`config.mk`:
```
export PLATFORM = sky130hd
export DESIGN_NAME = layer_seq
export DESIGN_NICKNAME = d
export VERILOG_FILES = /design/src/rtl/layer_seq_pkg.sv /design/src/rtl/layer_seq_tile_cnt.sv /design/src/rtl/layer_seq.sv
export SDC_FILE = /design/constraint.sdc
export NUM_CORES = 1
export LEC_CHECK = 0
export CAP_MARGIN = 20
export CORE_MARGIN = 8
export CORE_UTILIZATION = 46
export CTS_CLUSTER_DIAMETER = 30
export DETAILED_ROUTE_END_ITERATION = 10
export GPL_ROUTABILITY_DRIVEN = 0
export PLACE_DENSITY = 0.71
export SETUP_SLACK_MARGIN = 0.15
export SYNTH_ARGS = -nofsm -noshare
export SYNTH_HDL_FRONTEND = slang
export SYNTH_HIERARCHICAL = 1
export SYNTH_SLANG_ARGS = --single-unit
```
`constraint.sdc`:
```
create_clock -name clk -period 2.7 [get_ports clk]
set_input_delay 0.27 -clock clk [delete_from_list [all_inputs] [get_ports clk]]
set_output_delay 0.27 -clock clk [all_outputs]
set_load 0.05 [all_outputs]
```
`src/rtl/layer_seq_pkg.sv`:
```
// Shared definitions for the layer sequencer: state codes, default sizes, decode helpers.
package layer_seq_pkg;

    localparam int unsigned TILE_W_DEF = 4;
    localparam int unsigned Q_W        = 3;

    typedef enum logic [2:0] {
        CIDL = 3'd0,
        ZPAD = 3'd1,
        IM2C = 3'd2,
        DOTP = 3'd3,
        BIAS = 3'd4,
        FINI = 3'd5
    } state_t;

    // Codes at or above this value are not valid states
    localparam logic [Q_W-1:0] ILL_LO = 3'd6;

    function automatic logic is_working(input logic [Q_W-1:0] s);
        return (s == ZPAD) || (s == IM2C) || (s == DOTP) || (s == BIAS);
    endfunction

    function automatic logic is_illegal(input logic [Q_W-1:0] s);
        return s >= ILL_LO;
    endfunction

endpackage

```
`src/rtl/layer_seq_tile_cnt.sv`:
```
// Output-channel tile index counter with terminal-count compare against max(tiles,1).
module layer_seq_tile_cnt
    import layer_seq_pkg::*;
#(
    parameter int unsigned TILE_W = TILE_W_DEF
) (
    input  logic              clk,
    input  logic              rst,
    input  logic              clr,
    input  logic              inc,
    input  logic [TILE_W-1:0] tiles,
    output logic [TILE_W-1:0] idx,
    output logic              last_c
);

    logic [TILE_W-1:0] tiles_eff;

    // A tile count of zero runs the layer once
    always_comb begin
        tiles_eff = tiles;
        if (tiles == '0) begin
            tiles_eff = TILE_W'(1);
        end
        last_c = (idx == tiles_eff - TILE_W'(1));
    end

    // Index register; clear wins over increment
    always_ff @(posedge clk) begin
        if (rst) begin
            idx <= '0;
        end else if (clr) begin
            idx <= '0;
        end else if (inc) begin
            idx <= idx + TILE_W'(1);
        end
    end

endmodule

```
`src/rtl/layer_seq.sv`:
```
// Per-layer control sequencer: ZPAD/IM2C/DOTP/BIAS phases with tile looping,
// start/load handshake, abort and sticky protocol error.
module layer_seq
    import layer_seq_pkg::*;
#(
    parameter int unsigned TILE_W = TILE_W_DEF
) (
    input  logic              clk,
    input  logic              rst,
    input  logic              run,
    input  logic              abort,
    input  logic              load,
    input  logic              cfg_pad_en,
    input  logic              cfg_bias_en,
    input  logic [TILE_W-1:0] cfg_tiles,
    output logic [2:0]        q,
    output logic              start,
    output logic [TILE_W-1:0] tile_idx,
    output logic              busy,
    output logic              done,
    output logic              err
);

    state_t            st;
    logic              pad_en_r;
    logic              bias_en_r;
    logic [TILE_W-1:0] tiles_r;

    logic working_c;
    logic illegal_c;
    logic abort_hit_c;
    logic acc_c;
    logic tile_end_c;
    logic last_c;
    logic cnt_clr_c;
    logic cnt_inc_c;

    assign q = st;

    // Handshake decode: which load is accepted, and what the tile counter does
    always_comb begin
        working_c   = is_working(st);
        illegal_c   = is_illegal(st);
        abort_hit_c = abort && (st != CIDL);
        acc_c       = load && !start && working_c && !abort_hit_c;
        tile_end_c  = acc_c && (((st == DOTP) && !bias_en_r) || (st == BIAS));
        cnt_clr_c   = abort_hit_c || illegal_c || ((st == CIDL) && run);
        cnt_inc_c   = tile_end_c && !last_c;
    end

    layer_seq_tile_cnt #(
        .TILE_W (TILE_W)
    ) u_tile_cnt (
        .clk    (clk),
        .rst    (rst),
        .clr    (cnt_clr_c),
        .inc    (cnt_inc_c),
        .tiles  (tiles_r),
        .idx    (tile_idx),
        .last_c (last_c)
    );

    // Phase FSM with registered start/busy/done/err and latched layer config
    always_ff @(posedge clk) begin
        if (rst) begin
            st        <= CIDL;
            start     <= 1'b0;
            busy      <= 1'b0;
            done      <= 1'b0;
            err       <= 1'b0;
            pad_en_r  <= 1'b0;
            bias_en_r <= 1'b0;
            tiles_r   <= '0;
        end else begin
            start <= 1'b0;
            if (abort_hit_c) begin
                st   <= CIDL;
                busy <= 1'b0;
                done <= 1'b0;
            end else if (illegal_c) begin
                st   <= CIDL;
                busy <= 1'b0;
                done <= 1'b0;
                err  <= 1'b1;
            end else begin
                case (st)
                    CIDL: begin
                        if (run) begin
                            pad_en_r  <= cfg_pad_en;
                            bias_en_r <= cfg_bias_en;
                            tiles_r   <= cfg_tiles;
                            err       <= 1'b0;
                            start     <= 1'b1;
                            busy      <= 1'b1;
                            if (cfg_pad_en) begin
                                st <= ZPAD;
                            end else begin
                                st <= IM2C;
                            end
                        end
                    end
                    ZPAD: begin
                        if (acc_c) begin
                            st    <= IM2C;
                            start <= 1'b1;
                        end
                    end
                    IM2C: begin
                        if (acc_c) begin
                            st    <= DOTP;
                            start <= 1'b1;
                        end
                    end
                    DOTP: begin
                        if (acc_c && bias_en_r) begin
                            st    <= BIAS;
                            start <= 1'b1;
                        end
                    end
                    FINI: begin
                        if (!run) begin
                            st   <= CIDL;
                            busy <= 1'b0;
                            done <= 1'b0;
                        end
                    end
                    default: begin
                    end
                endcase

                // End of a tile: either loop back to DOTP or finish the layer
                if (tile_end_c) begin
                    if (last_c) begin
                        st   <= FINI;
                        done <= 1'b1;
                    end else begin
                        st    <= DOTP;
                        start <= 1'b1;
                    end
                end

                // A load that collides with the start pulse is a protocol violation
                if (working_c && load && start) begin
                    err <= 1'b1;
                end
            end
        end
    end

endmodule

```
## Word-level counts from Yosys, hierarchy flattened

Index checks and enable logic that the tools add are counted.

| storage, ports and cells | value |
|---|---|
| output and inout bits | 11 |
| word-level logic and storage cells | 88 |
| register bits | 16 |

| operators by class | value |
|---|---|
| reduce and logical (&&, ||, !) cells | 35 |
| add/sub/neg operators | 2 |
| muxes and demuxes | 27 |
| $lt $le $gt $ge | 1 |
| bitwise operators | 2 |
| eq/ne operators | 13 |

Operator list:

| operator | count |
|---|---|
| 3-bit two-way mux | 7 |
| 1-bit two-way mux | 15 |
| 3-bit one-hot mux with 5 select lines | 1 |
| 3-bit inequality test (second input constant) | 4 |
| 1-bit logical AND | 11 |
| 3-bit nonzero test | 3 |
| 3-bit by 2-bit == test with 1-bit output (second input constant) | 2 |
| 3-bit == test (second input constant) | 2 |
| 1-bit logical OR | 6 |
| 3-bit AND reduction | 2 |
| 6-bit AND reduction | 1 |
| 6-bit nonzero test | 1 |
| 4-bit by 1-bit adder with 4-bit output (second input constant) | 1 |
| 4-bit == test | 1 |
| 1-bit logical NOT | 4 |
| 4-bit logical NOT | 1 |
| 4-bit two-way mux | 1 |
| 2-bit inequality test (second input constant) | 2 |
| 4-bit AND reduction | 1 |
| 2-bit OR reduction | 2 |
| 4-bit by 1-bit subtractor with 4-bit output (second input constant) | 1 |
| 3-bit by 1-bit == test with 1-bit output (second input constant) | 1 |
| 3-bit >= comparator (second input constant) | 1 |
| 3-bit logical NOT | 1 |
| 7 further kinds | 8 |

## Depth between registers and ports, before layout

| depth | value |
|---|---|
| depth in word-level cells | 11 |
| mapped depth | 10 |
| mapped depth without buffers | 10 |

## Cells and area by module

The synthesis kept the hierarchy.

Modules (own cells, without submodules):

| module | instances | area each (sq um) | cells an instance |
|---|---|---|---|
| layer_seq | 1 | 762.0 | 95 |
| layer_seq_tile_cnt | 1 | 264.0 | 27 |

## Worst setup path after synthesis

Ideal clock, no wire load.

| timing path | value |
|---|---|
| path type | register -> register |
| from | register tiles_r[1] |
| to | register u_tile_cnt.idx[3] |
| clock period less this slack | 2.307 ns |
| cell stages (with the launch flop) | 10 |
| buffers on the path | 0 |
| data arrival time | 2.187 ns |
| data required time | 2.580 ns |
| setup slack | 0.393 ns |
| cells stage by stage | dfxtp_1 nor3_2 nor2_1 ha_1 a221o_1 nor4_2 nor2_1 nand4_1 xor2_1 nor3_1 |

| between the ends | value |
|---|---|
| word-level cells in the longest chain between the ends | 6 |

Ends and longest elaborated chain:

| item | RTL line | text |
|---|---|---|
| start: declaration | layer_seq.sv:27 | `logic [TILE_W-1:0] tiles_r;` |
| start signal: assignment | layer_seq.sv:91 | `tiles_r <= cfg_tiles;` |
| 4-bit logical NOT | layer_seq_tile_cnt.sv:21 | `if (tiles == '0) begin` |
| 4-bit two-way mux (*) | layer_seq_tile_cnt.sv:21 |  |
| 4-bit by 1-bit subtractor with 4-bit output (*) | layer_seq_tile_cnt.sv:24 | `last_c = (idx == tiles_eff - TILE_W'(1));` |
| 4-bit == test (*) | layer_seq_tile_cnt.sv:24 |  |
| via last_c | layer_seq.sv:34 | `logic last_c;` |
| 1-bit logical NOT (*) | layer_seq.sv:48 | `cnt_inc_c = tile_end_c && !last_c;` |
| 1-bit logical AND (*) | layer_seq.sv:48 |  |
| via cnt_inc_c | layer_seq.sv:36 | `logic cnt_inc_c;` |
| end signal: assignment | layer_seq_tile_cnt.sv:34 | `idx <= idx + TILE_W'(1);` |
| end: declaration | layer_seq_tile_cnt.sv:12 | `output logic [TILE_W-1:0] idx,` |

The timed path passes the listed nets; every way through them passes the cells marked *.
A chain may end at the register's enable or synchronous reset.

## Worst setup path in the final report

| timing path | value |
|---|---|
| from | register tiles_r[1] |
| to | register start |

| between the ends | value |
|---|---|
| word-level cells in the longest chain between the ends | 6 |

Ends and longest elaborated chain:

| item | RTL line | text |
|---|---|---|
| 4-bit logical NOT | layer_seq_tile_cnt.sv:21 |  |
| 4-bit two-way mux (*) | layer_seq_tile_cnt.sv:21 |  |
| 4-bit by 1-bit subtractor with 4-bit output (*) | layer_seq_tile_cnt.sv:24 |  |
| 4-bit == test (*) | layer_seq_tile_cnt.sv:24 |  |
| via last_c | layer_seq.sv:34 |  |
| 1-bit two-way mux (*) | layer_seq.sv:133 | `if (last_c) begin` |
| 1-bit two-way mux (*) | layer_seq.sv:132 | `if (tile_end_c) begin` |
| end signal: assignment | layer_seq.sv:111 | `start <= 1'b1;` |
| end signal: assignment | layer_seq.sv:117 | `start <= 1'b1;` |
| end signal: assignment | layer_seq.sv:138 | `start <= 1'b1;` |
| end: declaration | layer_seq.sv:17 | `output logic start,` |

Marks and branches as above.

==> out/qor.txt <==
Hold_buf cts -> 0
Pins Over Slew Limit -> 0
Fin crit share -> 86.3%
Min-delay src -> done$_SDFF_PP0_
R2r endpoint -> start$_SDFF_PP0_
Antenna violations before repair -> 0
Mapped Cells -> 122
Syn Std Cell Area -> 1030 um^2
Slew HR -> 56.7%
Clock transition at path regs -> 0.09 ns
CTS max path bufs -> 2
H-tree Lvls -> 1
NumNets Final -> 160
Resized cells post-CTS -> 0
Worst Setup End Kind -> register
Number of max-cap violations -> 0
Sink Count -> 16
Clk root buf -> clkbuf_4
Initial Utilization -> 47.3%
Drt pass-1 iters -> 4
First-pass GRT wire length -> 4.18 mm
Ys async rst share -> 0%
Synth area leader -> dfxtp_1
Die height -> 63.2 um
Fill count -> 227
Seq/Total Area, Yosys -> 31.2%
Number of setup buffers added after CTS -> 0
Post-DP HPWL -> 1.84 mm
R2r setup slk -> 0.37 ns
Syn Area/Cell -> 8.41 um^2
P_leak -> 0.436 nW
Seq. cell area -> 320 um^2
Worst reg2reg path startpoint -> tiles_r[1]$_SDFFE_PP0P_
Hold Crit Class -> register to register
Final instance area -> 1280 um^2
Min Tclk post-route -> 2.33 ns
Post-synthesis cell type count -> 49
Total CTS buffers -> 3
Ports -> 22
Worst Reg-to-Reg Cells -> 9
Vias in the first global route -> 953
WP data required -> 2.86 ns
Slew @ Worst Pin -> 0.648 ns
Hold Crit Endpoint -> done$_SDFF_PP0_
EDFF count, synth -> 0
Largest net degree at the start of global routing -> 18
IO Port Bufs -> 21
Global-route usage over all layers -> 12.4%
Grt total ovfl -> 0
DR iter-0 viols -> 21
Site Rows -> 17
WL/cell -> 14.0 um
Vias/cell -> 5.73
Layout cell share with drive strength beyond 1 -> 11.0%
Die X -> 63.2 um
Final wirelength -> 2.42 mm
Area after DPL -> 1250 um^2
Antenna cells -> 0
CTS tree -> built
Worst-Skew Late Latency -> 0.28 ns
Multi-input gate area -> 637 um^2
Setup CP Type -> register to register
Hold Crit Depth -> 2
Fmax -> 0.429 GHz
Max VDD drop -> 0.000476 V
DRC Markers -> 0
Yosys warns -> 6
Endpoints failing hold -> 0
Yosys reg bits -> 16
Status -> completed
Max FO, Critical Path -> 5
Setup Total Neg Slack -> 0 ns
Prevailing post-synth register cell -> dfxtp_1
Core Footprint -> 2170 um^2
Final setup fails -> 0
Top post-synthesis cells by area -> dfxtp_1, nand2_1, a21oi_1
Syn_nets -> 135
Area growth syn-to-layout -> 24.5%
Clk_skew -> 0.00970 ns
Die area -> 4000 um^2
WP data arrival -> 2.49 ns
Cell area power density -> 846 nW/um^2
Final ANT Viol Nets -> 0
Synth top area share -> 31.2%
Startpoint Class -> register
Vias -> 991
RSZ-0062 raised after global routing -> no
placed cells by master, fill, tap and decap left out, types with 2 or more instances in the layout:
| cell | instances |
|---|---|
| clkdlybuf4s50_1 | 21 |
| nand2_1 | 16 |
| dfxtp_1 | 16 |
| a21oi_1 | 11 |
| nor2_1 | 7 |
| nor3_1 | 7 |
| inv_1 | 6 |
| o21ai_0 | 5 |
| xnor2_1 | 5 |
| buf_4 | 4 |
| clkbuf_4 | 3 |
| nor3b_1 | 2 |
| nand2b_1 | 2 |
| o21ai_1 | 2 |
| o2111ai_1 | 2 |
| o22ai_1 | 2 |
| xor2_1 | 2 |
| ha_1 | 2 |
worst max-delay path, cell delays in order (launching register included):
cell and delay, ns:
dfxtp_1 0.35, nor3_2 0.26, nor2_1 0.07, ha_1 0.31, a221o_1 0.37, nor4_2 0.31, buf_4 0.18, a31oi_1 0.09
o2111ai_1 0.19, a21oi_1 0.08
registers in the layout (all words and copies together) (netlist names):
name	cells
u_tile_cnt/idx	4
err	1
busy	1
start	1
tiles_r	4
done	1
q	3
bias_en_r	1
cell usage after synthesis (2+ instances only):
cell type	n
nor3b_1	2
o21ai_1	2
nand2b_1	2
nand2_1	16
inv_1	6
dfxtp_1	16
o2111ai_1	2
ha_1	2
xor2_1	2
o21ai_0	5
a21oi_1	11
nor2_1	7
buf_6	2
nor3_1	7
o22ai_1	2
xnor2_1	5
final cells by class:
| cell class | instances | share of cell area, % |
|---|---|---|
| Multi-Input combinational cell | 95 | 49.9 |
| Sequential cell | 16 | 25.1 |
| Timing Repair Buffer | 25 | 18.8 |
| Tap cell | 28 | 2.74 |
| Clock buffer | 3 | 1.76 |
| Inverter | 6 | 1.76 |
stage by stage:
| stage | utilization, % | total power, mW | cells | hold slack, ns | worst slack [ns] |
|---|---|---|---|---|---|
| floorplan | - | 0.809 | 122 | 0.339 | 0.393 |
| global placement | 57.8 | 0.951 | 170 | 0.461 | 0.465 |
| detailed placement | 57.8 | 0.967 | 170 | 0.474 | 0.394 |
| CTS | 58.9 | 1.09 | 173 | 0.488 | 0.368 |
| global route | 58.9 | 1.16 | 173 | 0.508 | 0.215 |
| finish | 58.9 | 1.08 | 173 | 0.485 | 0.370 |
worst max path at each step:
stage,slack [ns],end,cells past startpoint,start
6_report,0.37,start$_SDFF_PP0_,9,tiles_r[1]$_SDFFE_PP0P_
5_1_grt,0.21,q[1]$_SDFFE_PP0P_,9,tiles_r[1]$_SDFFE_PP0P_
4_1_cts,0.37,q[1]$_SDFFE_PP0P_,9,tiles_r[1]$_SDFFE_PP0P_
3_5_place_dp,0.39,start$_SDFF_PP0_,9,tiles_r[1]$_SDFFE_PP0P_
3_3_place_gp,0.46,q[1]$_SDFFE_PP0P_,9,tiles_r[1]$_SDFFE_PP0P_
2_1_floorplan,0.39,u_tile_cnt/idx[3]$_SDFFE_PP0P_,9,tiles_r[1]$_SDFFE_PP0P_
power breakdown:
group          internal [mW]  switching, mW
clock                 0.0516         0.0684
sequential             0.278         0.0903
combinational          0.256          0.336
total                  0.586          0.495
cells by family (layout without fill, tap and decap cells):
family	Yosys count	count (layout)	synth area share (%)
and+or+nand+nor	46	46	25.6
AOI/OAI and AO/OA	39	39	27.1
DFF	16	16	31.2
buffers and inverters	11	34	6.71
xor gates and xnor gates	7	7	5.98
adders and majority gates	2	2	2.44
muxes	1	1	0.976
metal layers:
metal	wire [um]	vias to the layer above	track usage, %
li1	-	504	-
met1	1080	470	14.2
met2	1210	15	21.3
met3	107	2	3.00
met4	17	0	5.57
met5	0	-	0
No activity file was read; power rests on OpenSTA's default activity.
